## config.mk

```make
export PLATFORM = sky130hd
export DESIGN_NAME = seg_angle_scan
export DESIGN_NICKNAME = d
export VERILOG_FILES = /design/src/rtl/seg_angle_scan.sv
export SDC_FILE = /design/constraint.sdc
export NUM_CORES = 1
export LEC_CHECK = 0
export CAP_MARGIN = 20
export CORE_ASPECT_RATIO = 1.5
export CORE_UTILIZATION = 40
export DETAILED_ROUTE_END_ITERATION = 10
export DONT_BUFFER_PORTS = 1
export RECOVER_POWER = 50
export SLEW_MARGIN = 20
export SYNTH_ARGS = -nofsm -noshare
export SYNTH_HDL_FRONTEND = slang
export SYNTH_SLANG_ARGS = --single-unit
```

## constraint.sdc

```tcl
create_clock -name clk -period 4 [get_ports clk]
set_clock_uncertainty 0.05 [all_clocks]
set_input_delay 0.4 -clock clk [delete_from_list [all_inputs] [get_ports clk]]
set_output_delay 0.4 -clock clk [all_outputs]
set_load 0.02 [all_outputs]
```

## src/rtl/seg_angle_scan.sv

```systemverilog
// Multiplexed 4-digit 7-segment display of one axis's BCD angle plus an axis label.
// Axis auto-rotates or is stepped by a debounced key; all changes land on frame boundaries.
module seg_angle_scan #(
  parameter int SCAN_DIV   = 50000,
  parameter int DEB_CNT    = 1000000,
  parameter int ROT_FRAMES = 250
) (
  input  logic       clk,
  input  logic       rst,
  input  logic [3:0] angle_g,
  input  logic [3:0] angle_s,
  input  logic [3:0] angle_b,
  input  logic [3:0] angley_g,
  input  logic [3:0] angley_s,
  input  logic [3:0] angley_b,
  input  logic [3:0] anglez_g,
  input  logic [3:0] anglez_s,
  input  logic [3:0] anglez_b,
  input  logic       key_n,
  input  logic       auto_en,
  output logic [7:0] seg,
  output logic [3:0] sel,
  output logic [1:0] axis
);

  localparam int DW = $clog2(SCAN_DIV);
  localparam int BW = $clog2(DEB_CNT);
  localparam int RW = $clog2(ROT_FRAMES + 1);
  localparam logic [DW-1:0] DIV_LAST = DW'(SCAN_DIV - 1);
  localparam logic [BW-1:0] DEB_LAST = BW'(DEB_CNT - 1);
  localparam logic [RW-1:0] ROT_LAST = RW'(ROT_FRAMES - 1);

  typedef enum logic [1:0] {AX_X = 2'd0, AX_Y = 2'd1, AX_Z = 2'd2} axis_t;

  axis_t         axis_q, axis_nxt;
  logic          key_s1, key_s2, key_stable, press, pend;
  logic [BW-1:0] deb_cnt;
  logic [DW-1:0] div_cnt;
  logic [1:0]    dig_idx;
  logic [RW-1:0] rot_cnt;
  logic          div_term, frame_tick, advance;
  logic [3:0]    snap_b, snap_s, snap_g, nxt_b, nxt_s, nxt_g;

  function automatic logic [7:0] bcd_seg(input logic [3:0] d);
    case (d)
      4'd0: bcd_seg = 8'hC0;
      4'd1: bcd_seg = 8'hF9;
      4'd2: bcd_seg = 8'hA4;
      4'd3: bcd_seg = 8'hB0;
      4'd4: bcd_seg = 8'h99;
      4'd5: bcd_seg = 8'h92;
      4'd6: bcd_seg = 8'h82;
      4'd7: bcd_seg = 8'hF8;
      4'd8: bcd_seg = 8'h80;
      4'd9: bcd_seg = 8'h90;
      default: bcd_seg = 8'hBF;
    endcase
  endfunction

  always_ff @(posedge clk or posedge rst) begin
    if (rst) begin
      key_s1 <= 1'b1;
      key_s2 <= 1'b1;
    end else begin
      key_s1 <= key_n;
      key_s2 <= key_s1;
    end
  end

  always_ff @(posedge clk or posedge rst) begin
    if (rst) begin
      deb_cnt    <= '0;
      key_stable <= 1'b1;
    end else if (key_s2 == key_stable) begin
      deb_cnt <= '0;
    end else if (deb_cnt == DEB_LAST) begin
      key_stable <= key_s2;
      deb_cnt    <= '0;
    end else begin
      deb_cnt <= deb_cnt + BW'(1);
    end
  end

  // Press fires in the same cycle the stable level falls.
  assign press      = key_stable && !key_s2 && (deb_cnt == DEB_LAST);
  assign div_term   = (div_cnt == DIV_LAST);
  assign frame_tick = div_term && (dig_idx == 2'd3);
  assign advance    = frame_tick && (pend || press || (auto_en && rot_cnt == ROT_LAST));

  always_ff @(posedge clk or posedge rst) begin
    if (rst) begin
      div_cnt <= '0;
      dig_idx <= 2'd0;
    end else if (div_term) begin
      div_cnt <= '0;
      dig_idx <= dig_idx + 2'd1;
    end else begin
      div_cnt <= div_cnt + DW'(1);
    end
  end

  always_ff @(posedge clk or posedge rst) begin
    if (rst)             pend <= 1'b0;
    else if (frame_tick) pend <= 1'b0;
    else if (press)      pend <= 1'b1;
  end

  always_ff @(posedge clk or posedge rst) begin
    if (rst)                 rot_cnt <= '0;
    else if (!auto_en || press) rot_cnt <= '0;
    else if (frame_tick)     rot_cnt <= advance ? '0 : rot_cnt + RW'(1);
  end

  always_ff @(posedge clk or posedge rst) begin
    if (rst) axis_q <= AX_X;
    else     axis_q <= axis_nxt;
  end

  always_comb begin
    axis_nxt = axis_q;
    if (advance) begin
      case (axis_q)
        AX_X:    axis_nxt = AX_Y;
        AX_Y:    axis_nxt = AX_Z;
        default: axis_nxt = AX_X;
      endcase
    end
  end

  always_comb begin
    nxt_b = angle_b;
    nxt_s = angle_s;
    nxt_g = angle_g;
    case (axis_nxt)
      AX_Y: begin nxt_b = angley_b; nxt_s = angley_s; nxt_g = angley_g; end
      AX_Z: begin nxt_b = anglez_b; nxt_s = anglez_s; nxt_g = anglez_g; end
      default: ;
    endcase
  end

  // Snapshot only at frame boundaries so one frame never mixes old and new digits.
  always_ff @(posedge clk or posedge rst) begin
    if (rst) begin
      snap_b <= 4'd0;
      snap_s <= 4'd0;
      snap_g <= 4'd0;
    end else if (frame_tick) begin
      snap_b <= nxt_b;
      snap_s <= nxt_s;
      snap_g <= nxt_g;
    end
  end

  always_ff @(posedge clk or posedge rst) begin
    if (rst) begin
      seg <= 8'hFF;
      sel <= 4'hF;
    end else begin
      case (dig_idx)
        2'd0: begin
          sel <= 4'b1110;
          seg <= bcd_seg(snap_g);
        end
        2'd1: begin
          sel <= 4'b1101;
          seg <= (snap_b == 4'd0 && snap_s == 4'd0) ? 8'hFF : bcd_seg(snap_s);
        end
        2'd2: begin
          sel <= 4'b1011;
          seg <= (snap_b == 4'd0) ? 8'hFF : bcd_seg(snap_b);
        end
        default: begin
          sel <= 4'b0111;
          case (axis_q)
            AX_X:    seg <= 8'h89;
            AX_Y:    seg <= 8'h91;
            AX_Z:    seg <= 8'h24;
            default: seg <= 8'hFF;
          endcase
        end
      endcase
    end
  end

  assign axis = axis_q;

endmodule

```

Word-level counts from Yosys, hierarchy flattened
Memory sizes are Yosys's and may differ from the RTL's.
Cells that the tools add are included.
Storage, ports and cells
  register bits: 76
  bits in read-only memories: 336
  input port bits: 40
  output and inout port bits: 14
  logic and storage cells: 69
  memories kept: 3
Cells by class
  add/subtract/negate cells: 4
  equal/unequal tests: 11
  muxes and demuxes: 18
  bitwise logic cells: 1
  reduce and logical (&&, ||, !) cells: 18
Memory list
  (name not given): words 16, bits a word 7, read ports 1, clocked after memory_dff 0, wr ports 0, line 45  | case (d)
  (name not given): words 16, bits a word 7, read ports 1, clocked after memory_dff 0, wr ports 0, line 45
  (name not given): words 16, bits a word 7, read ports 1, clocked after memory_dff 0, wr ports 0, line 45
Operator list (number)
  $pmux 8 s3: 2
  $mux 20: 2
  $mux 8: 5
  $pmux 4 s2: 3
  $add 20x1->20 const B: 1
  $eq 20x20->1 const B: 1
  $add 16x1->16 const B: 1
  $eq 16x16->1 const B: 1
  $mux 16: 1
  $pmux 4 s3: 1
  $add 8x1->8 const B: 1
  $eq 2x2->1 const B: 4
  $eq 8x8->1 const B: 1
  $logic_not 4->1: 2
  $eq 2x1->1 const B: 3
  $logic_and 1x1->1: 6
  $logic_not 2->1: 2
  $pmux 2 s2: 1
  $reduce_bool 2->1: 2
  $logic_or 1x1->1: 3
  $add 2x1->2 const B: 1
  $logic_not 1->1: 2
  $mux 1: 2
  $mux 2: 1
  other kinds (3): 3

Longest topological paths before layout
  depth in word-level cells: 9
  depth in mapped cells: 12
  gate-level depth less buffers: 11

Worst setup path before layout
OpenSTA, ideal clock, no wires.
  kind: register -> register
  from: reg div_cnt[11]
  to: reg snap_s[0]
  setup time: 133 ps
  arrival time: 2805 ps
  data required time: 3817 ps
  setup slack: 1011 ps
  cell stages (with the launch flop): 11
  path buffers: 1
  period minus slack after synthesis: 2989 ps
  cell sequence: dfrtp_1 > or4bb_1 > nor4_4 > nand2_1 > o21bai_1 > mux2_2 > ha_1 > clkbuf_1 > nor2_1 > a21oi_1 > o21ai_0
On the way
  longest elaborated chain between the ends: 6
  elaborated cells between the ends (all ways): 7
  classes of those cells: 3 x eq/ne; 2 x mux; 2 x reduce/logical
RTL lines
  from (decl): line 38  | logic [DW-1:0] div_cnt;
  from (signal assigned): line 98  | div_cnt <= div_cnt + DW'(1);
  $eq 16x16->1 (*): line 86  | assign div_term = (div_cnt == DIV_LAST);
  $logic_and 1x1->1 (*): line 87  | assign frame_tick = div_term && (dig_idx == 2'd3);
  $logic_and 1x1->1 (*): line 88  | assign advance = frame_tick && (pend || press || (auto_en && rot_cnt == ROT_LAST));
  $mux 2 (*): line 121  | if (advance) begin
  net axis_nxt[1]: line 35  | axis_t axis_q, axis_nxt;
  $eq 2x2->1 or $eq 2x1->1 (tied branches): line 134  | case (axis_nxt)
  $pmux 4 s2 (*): line 134
  to (signal assigned): line 149  | snap_s <= nxt_s;
  to (decl): line 42  | logic [3:0] snap_b, snap_s, snap_g, nxt_b, nxt_s, nxt_g;
The timed path passes the listed nets; every way through them passes the cells marked *.
A chain may end at the register's enable or synchronous reset.

Worst setup path after layout
  from: reg div_cnt[11]
  to: reg snap_b[3]
On the way
  longest elaborated chain between the ends: 6
  elaborated cells between the ends (all ways): 7
  classes of those cells: 3 x eq/ne; 2 x mux; 2 x reduce/logical
RTL lines
  $eq 16x16->1 (*): line 86
  $logic_and 1x1->1 (*): line 87
  $logic_and 1x1->1 (*): line 88
  $mux 2 (*): line 121
  net axis_nxt[1]: line 35
  $eq 2x2->1 or $eq 2x1->1 (tied branches): line 134
  $pmux 4 s2 (*): line 134
  to (signal assigned): line 148  | snap_b <= nxt_b;
  to (decl): line 42
Marked as above.

==> out/results.ini <==
[run_status]
outcome=complete, no violations

[clocking]
cts_setup_buffers=0
clock_latency_ps=330
clkSinkCount=76
htreeDepth=3
cts_tree=built
clockRootBuffer=clkbuf_16
cts_buffer_depth=2
clkSlewWorstSetupHoldPaths_ps=60
cts_buffers=9
cts-resized-gates=0

[place]
dp_hpwl_um=6890
gp_congestion=0.855
placed_cells=610
port_buffers=0

[flow_run]
maxCapViolations=0

[floorplan]
fp-row-count=46
core_sq_um=10600
fp.dieW_um=87.9
fp.dieArea_sq_um=11500
initial_core_util_pct=41.6
die_h_um=131
io_pins=54

[route]
wl_per_cell_um=14.7
routed_via_density=5.30
antenna_left=0
dr.pass1.iters=4
route.detailed.drc=0
drtIter0Drc=103
vias=3320
wl_um=9230

[synthesis]
yosys.area.top_type=dfrtp_1
synthCells=482
yosysWarnings=0
netlist_area_sq_um=4430
synthFlopType=dfrtp_1
synth_seq_area_share_pct=43.3
synth_edf_count=0
synth.area.top_cells=dfrtp_1, ha_1, dfstp_2
yosysTopAreaCellShare_pct=34.5
ys_async_sr_fraction_pct=100
synth.most_common_cell=nor2_1
syn_area_per_cell_sq_um=9.19
synth_nets=558
ys_ff_latch=76
synthTopCellsByCount=nor2_1, dfrtp_1, nand2_1, ha_1, o21ai_0
yosysUniqueCellTypes=49

[sta]
worst_pin_slew_ps=1290
rsz0062_at_grt=no
slew_headroom_pct=13.9
setup-violations-final=0
finalCritPeriodShare_pct=81.7
fmax_mhz=306
period_minus_slack_ps=3270
finalHoldViolCount=0
drv_slew=0
finalSetupTns_ps=0

[critical_path]
path_class=reg -> reg
cp.required_ps=4160
critPathArrivalTime_ps=3430
r2r_slack_ps=730
end_kind=register
start_kind=register
critPathMaxFanout=24

[final_layout]
seqCellArea_sq_um=1920
nets=554
layout.cells.non_filler=627
antenna-diode-count=0
syn_to_final_growth_pct=9.77
multi_input_area_sq_um=2340
drive_above_1_share_pct=7.66
fillers=1028

[global_routing]
grt_pass1_wl_um=15700
grt_pass1_vias=3300
antenna_found_initial=0
overflow=0
grt_max_degree=44
grt_usage_pct=17.9

[pwr]
leakage_nw=2.12
ir_drop_mv=0.172
power_density_nw_per_um2=332

[worst_hold_path]
hp-class=in -> reg

flip-flops by register name, summed over array words and instances (netlist names):
name        count
rot_cnt         8
div_cnt        16
snap_b          4
sel             4
snap_g          4
key_s1          1
key_s2          1
axis            2
seg             8
dig_idx         2
deb_cnt        20
pend            1
key_stable      1
snap_s          4
repair_timing:
item	in CTS	in global routing
hold endpoints to repair	1	0
setup endpoints to repair	0	0
hold buffers	1	0
where the power goes:
group	total [mW]	switching, mW	internal (mW)
Sequential	0.777	0.00303	0.774
Clock	0.805	0.287	0.518
Combinational	0.0306	0.0234	0.00721
Total	1.61	0.314	1.30
critical path: stages, from the launching register on:
cell and delay, ps:
dfrtp_1 430, or4bb_1 590, nor4_4 310, nand2_1 100
o21bai_1 240, mux2_2 350, ha_1 710, nor2_1 120
a21oi_1 160, o21ai_0 90
cell type report:
type / count / area share, %
Timing Repair Buffer: 5 / 0.772
Multi-Input combinational cell: 362 / 48.1
Inverter: 24 / 1.85
Sequential cell: 76 / 39.5
Clock buffer: 15 / 5.51
Tap cell: 144 / 3.70
Clock inverter: 1 / 0.617
cells in the final DEF (no fill, tap or decap), types with 4 or more instances in the layout:
cell,count
nand2_1,43
clkbuf_1,4
o21ai_0,36
xor2_1,19
and3_1,8
a21oi_1,30
nand4_1,12
inv_1,24
xnor2_1,13
ha_1,36
nand2b_1,10
and4_1,5
dfrtp_1,61
clkbuf_16,9
nor3_1,5
a31oi_1,4
a22oi_1,14
nor2_1,65
dfstp_2,13
nand3_1,13
o21bai_1,5
nor2b_1,4
routing by layer:
layer,vias up,track usage [%],part of all wire (%)
met1,1569,22.2,45
met4,0,9.35,3.0
li1,1658,-,-
met2,73,29.2,48
met5,-,0,0
met3,20,3.64,3.7
worst paths after layout:
path,to,startpoint,cells past startpoint
setup reg to reg,snap_b[3]$_DFFE_PP0P_,div_cnt[11]$_DFF_PP0_,9
min in group asynchronous,deb_cnt[11]$_DFF_PP0_,rst,1
max in group asynchronous,deb_cnt[14]$_DFF_PP0_,rst,2
hold / removal,snap_b[1]$_DFFE_PP0P_,angle_b[1],2
setup / recovery,snap_b[3]$_DFFE_PP0P_,div_cnt[11]$_DFF_PP0_,9
hold reg to reg,key_s2$_DFF_PP1_,key_s1$_DFF_PP1_,0
through the flow:
step	hold slack [ps]	power [mW]	utilization, %	area, sq um	worst slack, ps
floorplan	295	0.813	-	4430	1010
CTS	32.5	1.63	45.7	4870	694
detailed placement	300	0.822	42.8	4560	707
finish	219	1.61	45.7	4860	730
global placement	302	0.822	42.8	4560	793
global route	239	1.67	45.7	4860	347
kinds of logic (layout without fill, tap and decap cells):
logic type | Yosys count | in the layout | synth area share (%)
AOI/OAI and AO/OA | 103 | 103 | 13.8
DFF | 76 | 76 | 43.3
adders and majority gates | 36 | 36 | 10.2
muxes | 6 | 6 | 1.44
and+or+nand+nor | 185 | 185 | 21.0
xor gates and xnor gates | 32 | 32 | 6.33
buffers and inverters | 44 | 45 | 3.90
Power figures use the tool's default switching activity.
